$ cat config.mk
export PLATFORM = sky130hd
export DESIGN_NAME = ycconfig_row
export DESIGN_NICKNAME = d
export VERILOG_FILES = /design/src/rtl/ycconfig_row.sv
export SDC_FILE = /design/constraint.sdc
export NUM_CORES = 1
export LEC_CHECK = 0
export BUFFER_PORTS_ARGS = -buffer_cell sky130_fd_sc_hd__buf_2
export CAP_MARGIN = 20
export CORE_ASPECT_RATIO = 2
export CORE_MARGIN = 2
export CORE_UTILIZATION = 40
export DETAILED_ROUTE_END_ITERATION = 8
export HOLD_SLACK_MARGIN = 0.05
export PLACE_DENSITY = 0.63
export RECOVER_POWER = 50
export SETUP_SLACK_MARGIN = 0.15
export SLEW_MARGIN = 40
export SYNTH_ARGS = -nofsm -noshare
export SYNTH_HDL_FRONTEND = slang
export SYNTH_SLANG_ARGS = --single-unit
$ cat constraint.sdc
create_clock -name confclk -period 2.7 [get_ports confclk]
set_input_delay 0.27 -clock confclk [delete_from_list [all_inputs] [get_ports confclk]]
set_output_delay 0.27 -clock confclk [all_outputs]
set_load 0.01 [all_outputs]
$ cat src/rtl/ycconfig_row.sv
// Morphle Logic configuration row: serial shadow chain, active register
// committed by apply, frame length checking and per-cell decode.
module ycconfig_row #(
    parameter int CELLS = 4
) (
    input  logic             confclk,
    input  logic             reset_n,
    input  logic             cbitin,
    input  logic             cshift,
    input  logic             cread,
    input  logic             capply,
    output logic             cbitout,
    output logic             cfull,
    output logic             cerr,
    output logic [CELLS-1:0] empty,
    output logic [CELLS-1:0] hblock,
    output logic [CELLS-1:0] hbypass,
    output logic [CELLS-1:0] hmatch0,
    output logic [CELLS-1:0] hmatch1,
    output logic [CELLS-1:0] vblock,
    output logic [CELLS-1:0] vbypass,
    output logic [CELLS-1:0] vmatch0,
    output logic [CELLS-1:0] vmatch1
);

    localparam int N  = 3 * CELLS;
    localparam int CW = $clog2(N + 2);
    localparam logic [CW-1:0] FULL = CW'(N);
    localparam logic [CW-1:0] SAT  = CW'(N + 1);

    logic [N-1:0]  shadow;
    logic [N-1:0]  active;
    logic [CW-1:0] cnt;
    logic          din;

    // Readback recirculates the outgoing bit so the frame is preserved
    assign din     = cread ? shadow[N-1] : cbitin;
    assign cbitout = shadow[N-1];
    assign cfull   = (cnt == FULL);

    // Shadow chain: shifts toward the row's serial output
    always_ff @(posedge confclk or negedge reset_n) begin
        if (!reset_n) begin
            shadow <= '0;
        end else if (cshift) begin
            shadow <= {shadow[N-2:0], din};
        end
    end

    // Active register and error flag capture the pre-edge shadow and count
    always_ff @(posedge confclk or negedge reset_n) begin
        if (!reset_n) begin
            active <= '0;
            cerr   <= 1'b0;
        end else if (capply) begin
            active <= shadow;
            cerr   <= (cnt != FULL);
        end
    end

    // Frame bit counter; a shift on the apply edge starts the next frame
    always_ff @(posedge confclk or negedge reset_n) begin
        if (!reset_n) begin
            cnt <= '0;
        end else if (capply) begin
            cnt <= cshift ? CW'(1) : '0;
        end else if (cshift && cnt != SAT) begin
            cnt <= cnt + CW'(1);
        end
    end

    // Per-cell decode of the active configuration code
    always_comb begin
        empty   = '0;
        hblock  = '0;
        hbypass = '0;
        hmatch0 = '0;
        hmatch1 = '0;
        vblock  = '0;
        vbypass = '0;
        vmatch0 = '0;
        vmatch1 = '0;
        for (int i = 0; i < CELLS; i++) begin
            case (active[3*i +: 3])
                3'b000: empty[i] = 1'b1;
                3'b001: begin
                    hbypass[i] = 1'b1;
                    vbypass[i] = 1'b1;
                end
                3'b010: begin
                    hbypass[i] = 1'b1;
                    vblock[i]  = 1'b1;
                end
                3'b011: begin
                    hblock[i]  = 1'b1;
                    vbypass[i] = 1'b1;
                end
                3'b100: begin
                    hmatch1[i] = 1'b1;
                    vmatch1[i] = 1'b1;
                end
                3'b101: begin
                    hmatch0[i] = 1'b1;
                    vmatch0[i] = 1'b1;
                end
                3'b110: begin
                    hmatch0[i] = 1'b1;
                    hmatch1[i] = 1'b1;
                end
                default: begin
                    vmatch0[i] = 1'b1;
                    vmatch1[i] = 1'b1;
                end
            endcase
        end
    end

endmodule
==> results.py, run 1 <==
metrics = {
    "floorplan": {
        "rows": 30,
        "core_um2": 3420,
        "die_h_um": 88.6,
        "fp.dieW_um": 46.3,
        "ioPinCount": 45,
        "start_util_pct": 41.9,
        "dieArea_um2": 4110,
    },
    "timing": {
        "setup_slack_ns": 0.935,
        "worst_clock_skew_ns": 0.00288,
        "maxSlewHeadroom_pct": 0.343,
        "drv_slew": 0,
        "max_freq_ghz": 0.567,
        "finalSetupViolCount": 0,
        "fin_tns_setup_ns": 0,
        "worst-slew-pin-transition_ns": 1.49,
        "min_period_over_period_pct": 65.4,
        "rsz0062_at_grt": "no",
        "finalHoldViolations": 0,
        "finalCriticalPeriod_ns": 1.76,
    },
    "clock_tree": {
        "numClockSinks": 29,
        "cts_tree": "built",
        "cts_made_buffers": 5,
        "root_buffer": "clkbuf_8",
        "clkLatencyLatePin_ns": 0.27,
        "htree_num_levels": 2,
        "cts.repair.resized": 0,
        "cts_setup_buffers": 0,
        "clock_path_buffers": 2,
        "path_clk_slew_ns": 0.05,
    },
    "placed_design": {
        "place_congestion": 0.709,
        "place.port_buffers": 44,
        "dp_cells": 212,
        "pre_cts_slack_ns": 1.45,
        "dp_hpwl_mm": 1.91,
    },
    "global_routing": {
        "top_usage_layer": "met2",
        "grt_use_met1_pct": 15.3,
        "grt_pass1_vias": 984,
        "grt_max_degree": 30,
        "grt_pass1_wl_mm": 4.17,
        "grtUsageMet2_pct": 23.5,
        "grt_util_all_layers_pct": 14.0,
        "antenna_found_initial": 0,
        "grt-ovfl-total": 0,
        "use_met3_pct": 4.29,
    },
    "min_path": {
        "min_path_type": "input port to flop",
        "hold_end": "shadow[0]",
        "hold_path_depth": 3,
        "hold_start": "cbitin",
    },
    "logic_synthesis": {
        "netlist_instances": 124,
        "syn_nets": 133,
        "syn_area_um2": 1430,
        "synth.distinct_cells": 23,
        "ys_seq_area_share_pct": 50.7,
        "yosys_register_bits": 29,
        "synth-warning-count": 0,
        "avgSynthCellArea_um2": 11.6,
    },
    "route": {
        "ant_nets": 0,
        "via_per_inst": 4.75,
        "wire_per_inst_um": 11.7,
        "remaining_drc_errors": 0,
        "drtIter0Drc": 12,
        "firstDrtPassIters": 4,
        "routed_wirelength_mm": 2.59,
        "route.vias.total": 1050,
    },
    "critical_path": {
        "reg2regPathDepth": 5,
        "startpoint_type": "input port",
        "slowest_delay_ns": 1.08,
        "cp_num_cells": 2,
        "critical_path_class": "input port to asynchronous set/reset pin",
        "timing.critical_path.buf_inv": 2,
        "cp_top_family": "buffers and inverters",
        "worstSetupEndpointType": "asynchronous set/reset pin",
        "timing.reg2reg.setup_slack_ns": 1.46,
        "crit_slowest_cell": "clkbuf_1",
        "cp.required_ns": 2.82,
        "regToRegStartpoint": "cnt[1]",
        "crit_chain": "dlygate4sd3_1, clkbuf_1",
        "cp_max_fo": 29,
        "cp.arrival_ns": 1.88,
        "worstReg2RegEnd": "cnt[0]",
    },
    "final_layout": {
        "final_nets": 181,
        "layout-drive-gt1-share_pct": 39.9,
        "antenna_cells": 0,
        "area_growth_pct": 24.0,
        "final_common_cell": "buf_2",
        "final-instance-count-excl-fill": 221,
        "final_cell_mix": "buf_2, dfrtp_1, mux2_2",
    },
    "power": {
        "vdd_drop_max_mv": 0.722,
        "total_power_mw": 1.98,
        "p_per_area_nw_per_um2": 1110,
        "power_leakage_nw": 0.832,
    },
    "run": {
        "drv_cap": 0,
    },
    "outcome": {
        "status": "finished, final reports clean",
    },
}
metrics by stage:
stage	util [%]	area (um^2)	hold WS, ns
2_1_floorplan	-	1430	-0.0256
3_3_place_gp	49.5	1690	0.318
3_5_place_dp	49.5	1690	0.329
4_1_cts	52.1	1780	0.331
5_1_grt	52.0	1780	0.359
6_report	52.0	1780	0.333
cells in the mapped netlist:
library cell / count / share of area [%]
nor3_1: 5 / 1.7
nand2b_1: 1 / 0.44
ha_1: 3 / 2.6
inv_1: 2 / 0.52
o21ai_0: 2 / 0.70
mux2i_1: 1 / 0.70
dfrtp_1: 29 / 51
a21oi_1: 4 / 1.4
and3_1: 2 / 0.87
a211o_1: 2 / 1.2
o211ai_1: 1 / 0.52
buf_2: 3 / 1.0
nor3b_1: 4 / 2.1
nor2_1: 7 / 1.8
nor2b_1: 12 / 5.2
or2_0: 1 / 0.44
and2_1: 12 / 5.2
xnor2_1: 4 / 2.4
nand4_1: 1 / 0.44
mux2_2: 23 / 18
buf_4: 1 / 0.52
nand3_1: 2 / 0.70
nand2_1: 2 / 0.52
how the worst max path moves through the flow:
| stage | from | to | slack (ns) |
|---|---|---|---|
| after floorplan | cnt[1] | cnt[0] | 1.56 |
| after global placement | active[6] | vmatch1[2] | 1.51 |
| after detailed placement | active[3] | vmatch1[1] | 1.45 |
| after CTS | active[3] | vmatch1[1] | 1.14 |
| after global routing | reset_n | active[6] | 0.65 |
| final | reset_n | active[7] | 0.94 |
final cells by class:
cell class | instances | area [um^2]
well taps | 48 | 60.1
inverters | 2 | 7.51
fillers | 316 | 1640
clock buffers | 8 | 80.1
repair buffers | 45 | 226
multi-input cells | 89 | 677
flip-flops and latches | 29 | 726
where the power goes:
group | internal (mW) | total, mW | switching, mW
combinational | 0.459 | 0.853 | 0.394
sequential | 0.600 | 0.795 | 0.195
clock | 0.182 | 0.327 | 0.145
sequential cells by signal, indices dropped and copies added, names as in the netlist:
name and flops:
active 12, cerr 1, cnt 4, shadow 12
worst register-to-register path, stage by stage (launching register included):
cell      delay [ns]
dfrtp_1         0.39
inv_1           0.10
ha_1            0.16
nand3_1         0.11
a211o_1         0.31
o211ai_1        0.09
what timing repair did:
action / in CTS / in global routing
endpoints found under the setup margin: 0 / 0
hold buffers: 1 / 0
hold endpoints to repair: 29 / 0
layer usage:
metal | routed length, um | up-vias | part of all wire (%)
li1 | - | 518 | -
met1 | 1100 | 486 | 42
met2 | 1280 | 39 | 50
met3 | 146 | 7 | 5.6
met4 | 61 | 0 | 2.4
met5 | 0 | - | 0
cells by family (layout without fill, tap and decap cells):
logic type | Yosys count | in the layout | share of synthesized area, %
AND/OR/NAND/NOR | 49 | 49 | 19.6
flip-flops | 29 | 29 | 50.7
adder cells (fa/ha/maj) | 3 | 3 | 2.62
AO/OA/AOI/OAI | 9 | 9 | 3.84
XOR/XNOR | 4 | 4 | 2.45
buffers and inverters | 6 | 55 | 2.10
multiplexers | 24 | 24 | 18.8
(Power assumes the default switching activity.)
==> run 2: changes to the inputs <==
- PLACE_DENSITY: 0.63 -> 0.66
- clock period: 2.7 -> 1.6 ns (I/O delays scaled with it)
==> run 2 against run 1 <==
Against the previous run: sequential cell count did not move; hold slack got worse by 0.14 ns; via count is 1.9% higher; clock power rose by 99%; power up 79%; critical path type is now flop to output pin; highest routed layer unchanged; setup slack worse by 0.72 ns; sequential share of layout area shrank 1.3 points; cell count grew 0.45%; largest cell class unchanged; die area is the same.
==> results.py, run 2 (same netlist as run 1, synthesis figures left out) <==
metrics = {
    "clock_tree": {
        "path_clk_slew_ns": 0.06,
        "htree_num_levels": 2,
        "numClockSinks": 29,
        "clock_path_buffers": 2,
        "root_buffer": "clkbuf_8",
        "cts_made_buffers": 5,
        "clkLatencyLatePin_ns": 0.27,
        "cts_tree": "built",
    },
    "floorplan": {
        "ioPinCount": 45,
        "die_h_um": 88.6,
        "start_util_pct": 41.9,
        "core_um2": 3420,
        "fp.dieW_um": 46.3,
        "rows": 30,
        "dieArea_um2": 4110,
    },
    "final_layout": {
        "fillers": 310,
        "antenna_cells": 0,
        "final_cell_mix": "buf_2, dfrtp_1, mux2_2",
        "fin_area_um2": 1840,
        "final_nets": 182,
        "layout-drive-gt1-share_pct": 46.0,
        "final_common_cell": "buf_2",
        "final-instance-count-excl-fill": 222,
        "regArea_um2": 727,
        "largestRegisters": "active x12, shadow x12, cnt x4",
        "multiInputGateArea_um2": 707,
        "final_core_util_pct": 53.8,
        "area_growth_pct": 28.4,
    },
    "placed_design": {
        "place_area_um2": 1690,
        "place_congestion": 0.668,
        "dp_cells": 212,
        "dp_hpwl_mm": 1.92,
        "pre_cts_slack_ns": 0.333,
        "place.port_buffers": 44,
    },
    "min_path": {
        "hold_end": "shadow[0]",
        "min_path_type": "input port to flop",
        "hold_path_depth": 3,
        "hold_start": "cbitin",
    },
    "run": {
        "drv_cap": 0,
    },
    "route": {
        "remaining_drc_errors": 0,
        "via_per_inst": 4.82,
        "drtIter0Drc": 25,
        "wire_per_inst_um": 12.1,
        "route.vias.total": 1070,
        "ant_nets": 0,
        "firstDrtPassIters": 4,
        "routed_wirelength_mm": 2.68,
    },
    "timing": {
        "finalSetupViolCount": 0,
        "worst-slew-pin-transition_ns": 0.704,
        "drv_slew": 0,
        "max_freq_ghz": 0.724,
        "finalHoldViolations": 0,
        "min_period_over_period_pct": 86.3,
        "fin_tns_setup_ns": 0,
        "maxSlewHeadroom_pct": 53.1,
        "rsz0062_at_grt": "yes",
        "setup_slack_ns": 0.219,
        "hold-worst-slack_ns": 0.191,
        "finalCriticalPeriod_ns": 1.38,
        "worst_clock_skew_ns": 0.00198,
    },
    "power": {
        "vdd_drop_max_mv": 1.16,
        "p_per_area_nw_per_um2": 1920,
        "p_int_mw": 2.23,
        "seqPwrFrac_pct": 38.9,
        "p_comb_share_pct": 42.6,
        "power_leakage_nw": 0.881,
        "total_power_mw": 3.53,
        "p_sw_mw": 1.30,
        "clockPowerShare_pct": 18.4,
        "p_sw_share_pct": 36.8,
    },
    "critical_path": {
        "worstReg2RegEnd": "cnt[3]",
        "timing.reg2reg.setup_slack_ns": 0.29,
        "worstSetupEndpointType": "output pin",
        "cp.required_ns": 1.44,
        "critical_path_class": "flop to output pin",
        "regToRegStartpoint": "cnt[0]",
        "cp_max_fo": 7,
        "startpoint_type": "flop",
        "cp.arrival_ns": 1.22,
        "reg2regPathDepth": 5,
    },
    "global_routing": {
        "grt_max_degree": 30,
        "antenna_found_initial": 0,
        "grt_util_all_layers_pct": 14.2,
        "grt_pass1_vias": 941,
        "grt_pass1_wl_mm": 4.19,
        "grt-ovfl-total": 0,
    },
    "outcome": {
        "status": "finished, final reports clean",
    },
}
run 2: cell types whose count changed in the layout (fill, tap and decap cells not counted), moves of 2 or more:
| cell | before | now |
|---|---|---|
| clkbuf_1 | 6 | 1 |
| xnor2_1 | 4 | 0 |
| xnor2_2 | 0 | 4 |
| clkbuf_8 | 5 | 7 |
run 2: worst max-delay path, stage by stage (launching register included):
cell and delay [ns]:
dfrtp_1 0.46, xnor2_2 0.22, and2_1 0.15, buf_2 0.12
run 2: power by group through the flow:
stage | Sequential [mW] | Combinational, mW | Clock [mW]
2_1_floorplan | 1.27 | 0.943 | 0
3_3_place_gp | 1.33 | 1.41 | 0
3_5_place_dp | 1.36 | 1.46 | 0
4_1_cts | 1.35 | 1.46 | 0.673
5_1_grt | 1.44 | 1.65 | 0.709
6_report | 1.37 | 1.50 | 0.650
run 2: routing by layer:
metal	share of wire, %	track usage (%)	up-vias
li1	-	-	528
met1	39	16.0	498
met2	53	23.1	40
met3	6.0	4.90	4
met4	1.5	6.75	0
met5	0	0	-
run 2: area by class of cell:
type                       instances  share of cell area, %
clock buffer                       7                   5.24
clock inverter                     1                  0.272
inverter                           2                  0.408
multi-input combinational         89                   38.4
sequential                        29                   39.5
tap                               48                   3.27
timing repair buffer              46                   12.9
run 2: worst max-delay path by stage:
stage               cells past startpoint  startpoint  slack (ns)    endpoint
floorplan                               5      cnt[1]        0.46      cnt[0]
global placement                        5      cnt[1]        0.44      cnt[0]
detailed placement                      5      cnt[1]        0.33      cnt[0]
CTS                                     4      cnt[0]        0.15       cfull
global route                            3   active[3]        0.13  vmatch1[1]
finish                                  3   active[3]        0.22  vmatch1[1]
run 2: timing repair:
action,in CTS,in global routing
hold endpoints to repair,29,0
endpoints found under the setup margin,0,7
setup buffers,0,1
gates resized for setup,0,6
hold buffers,1,0
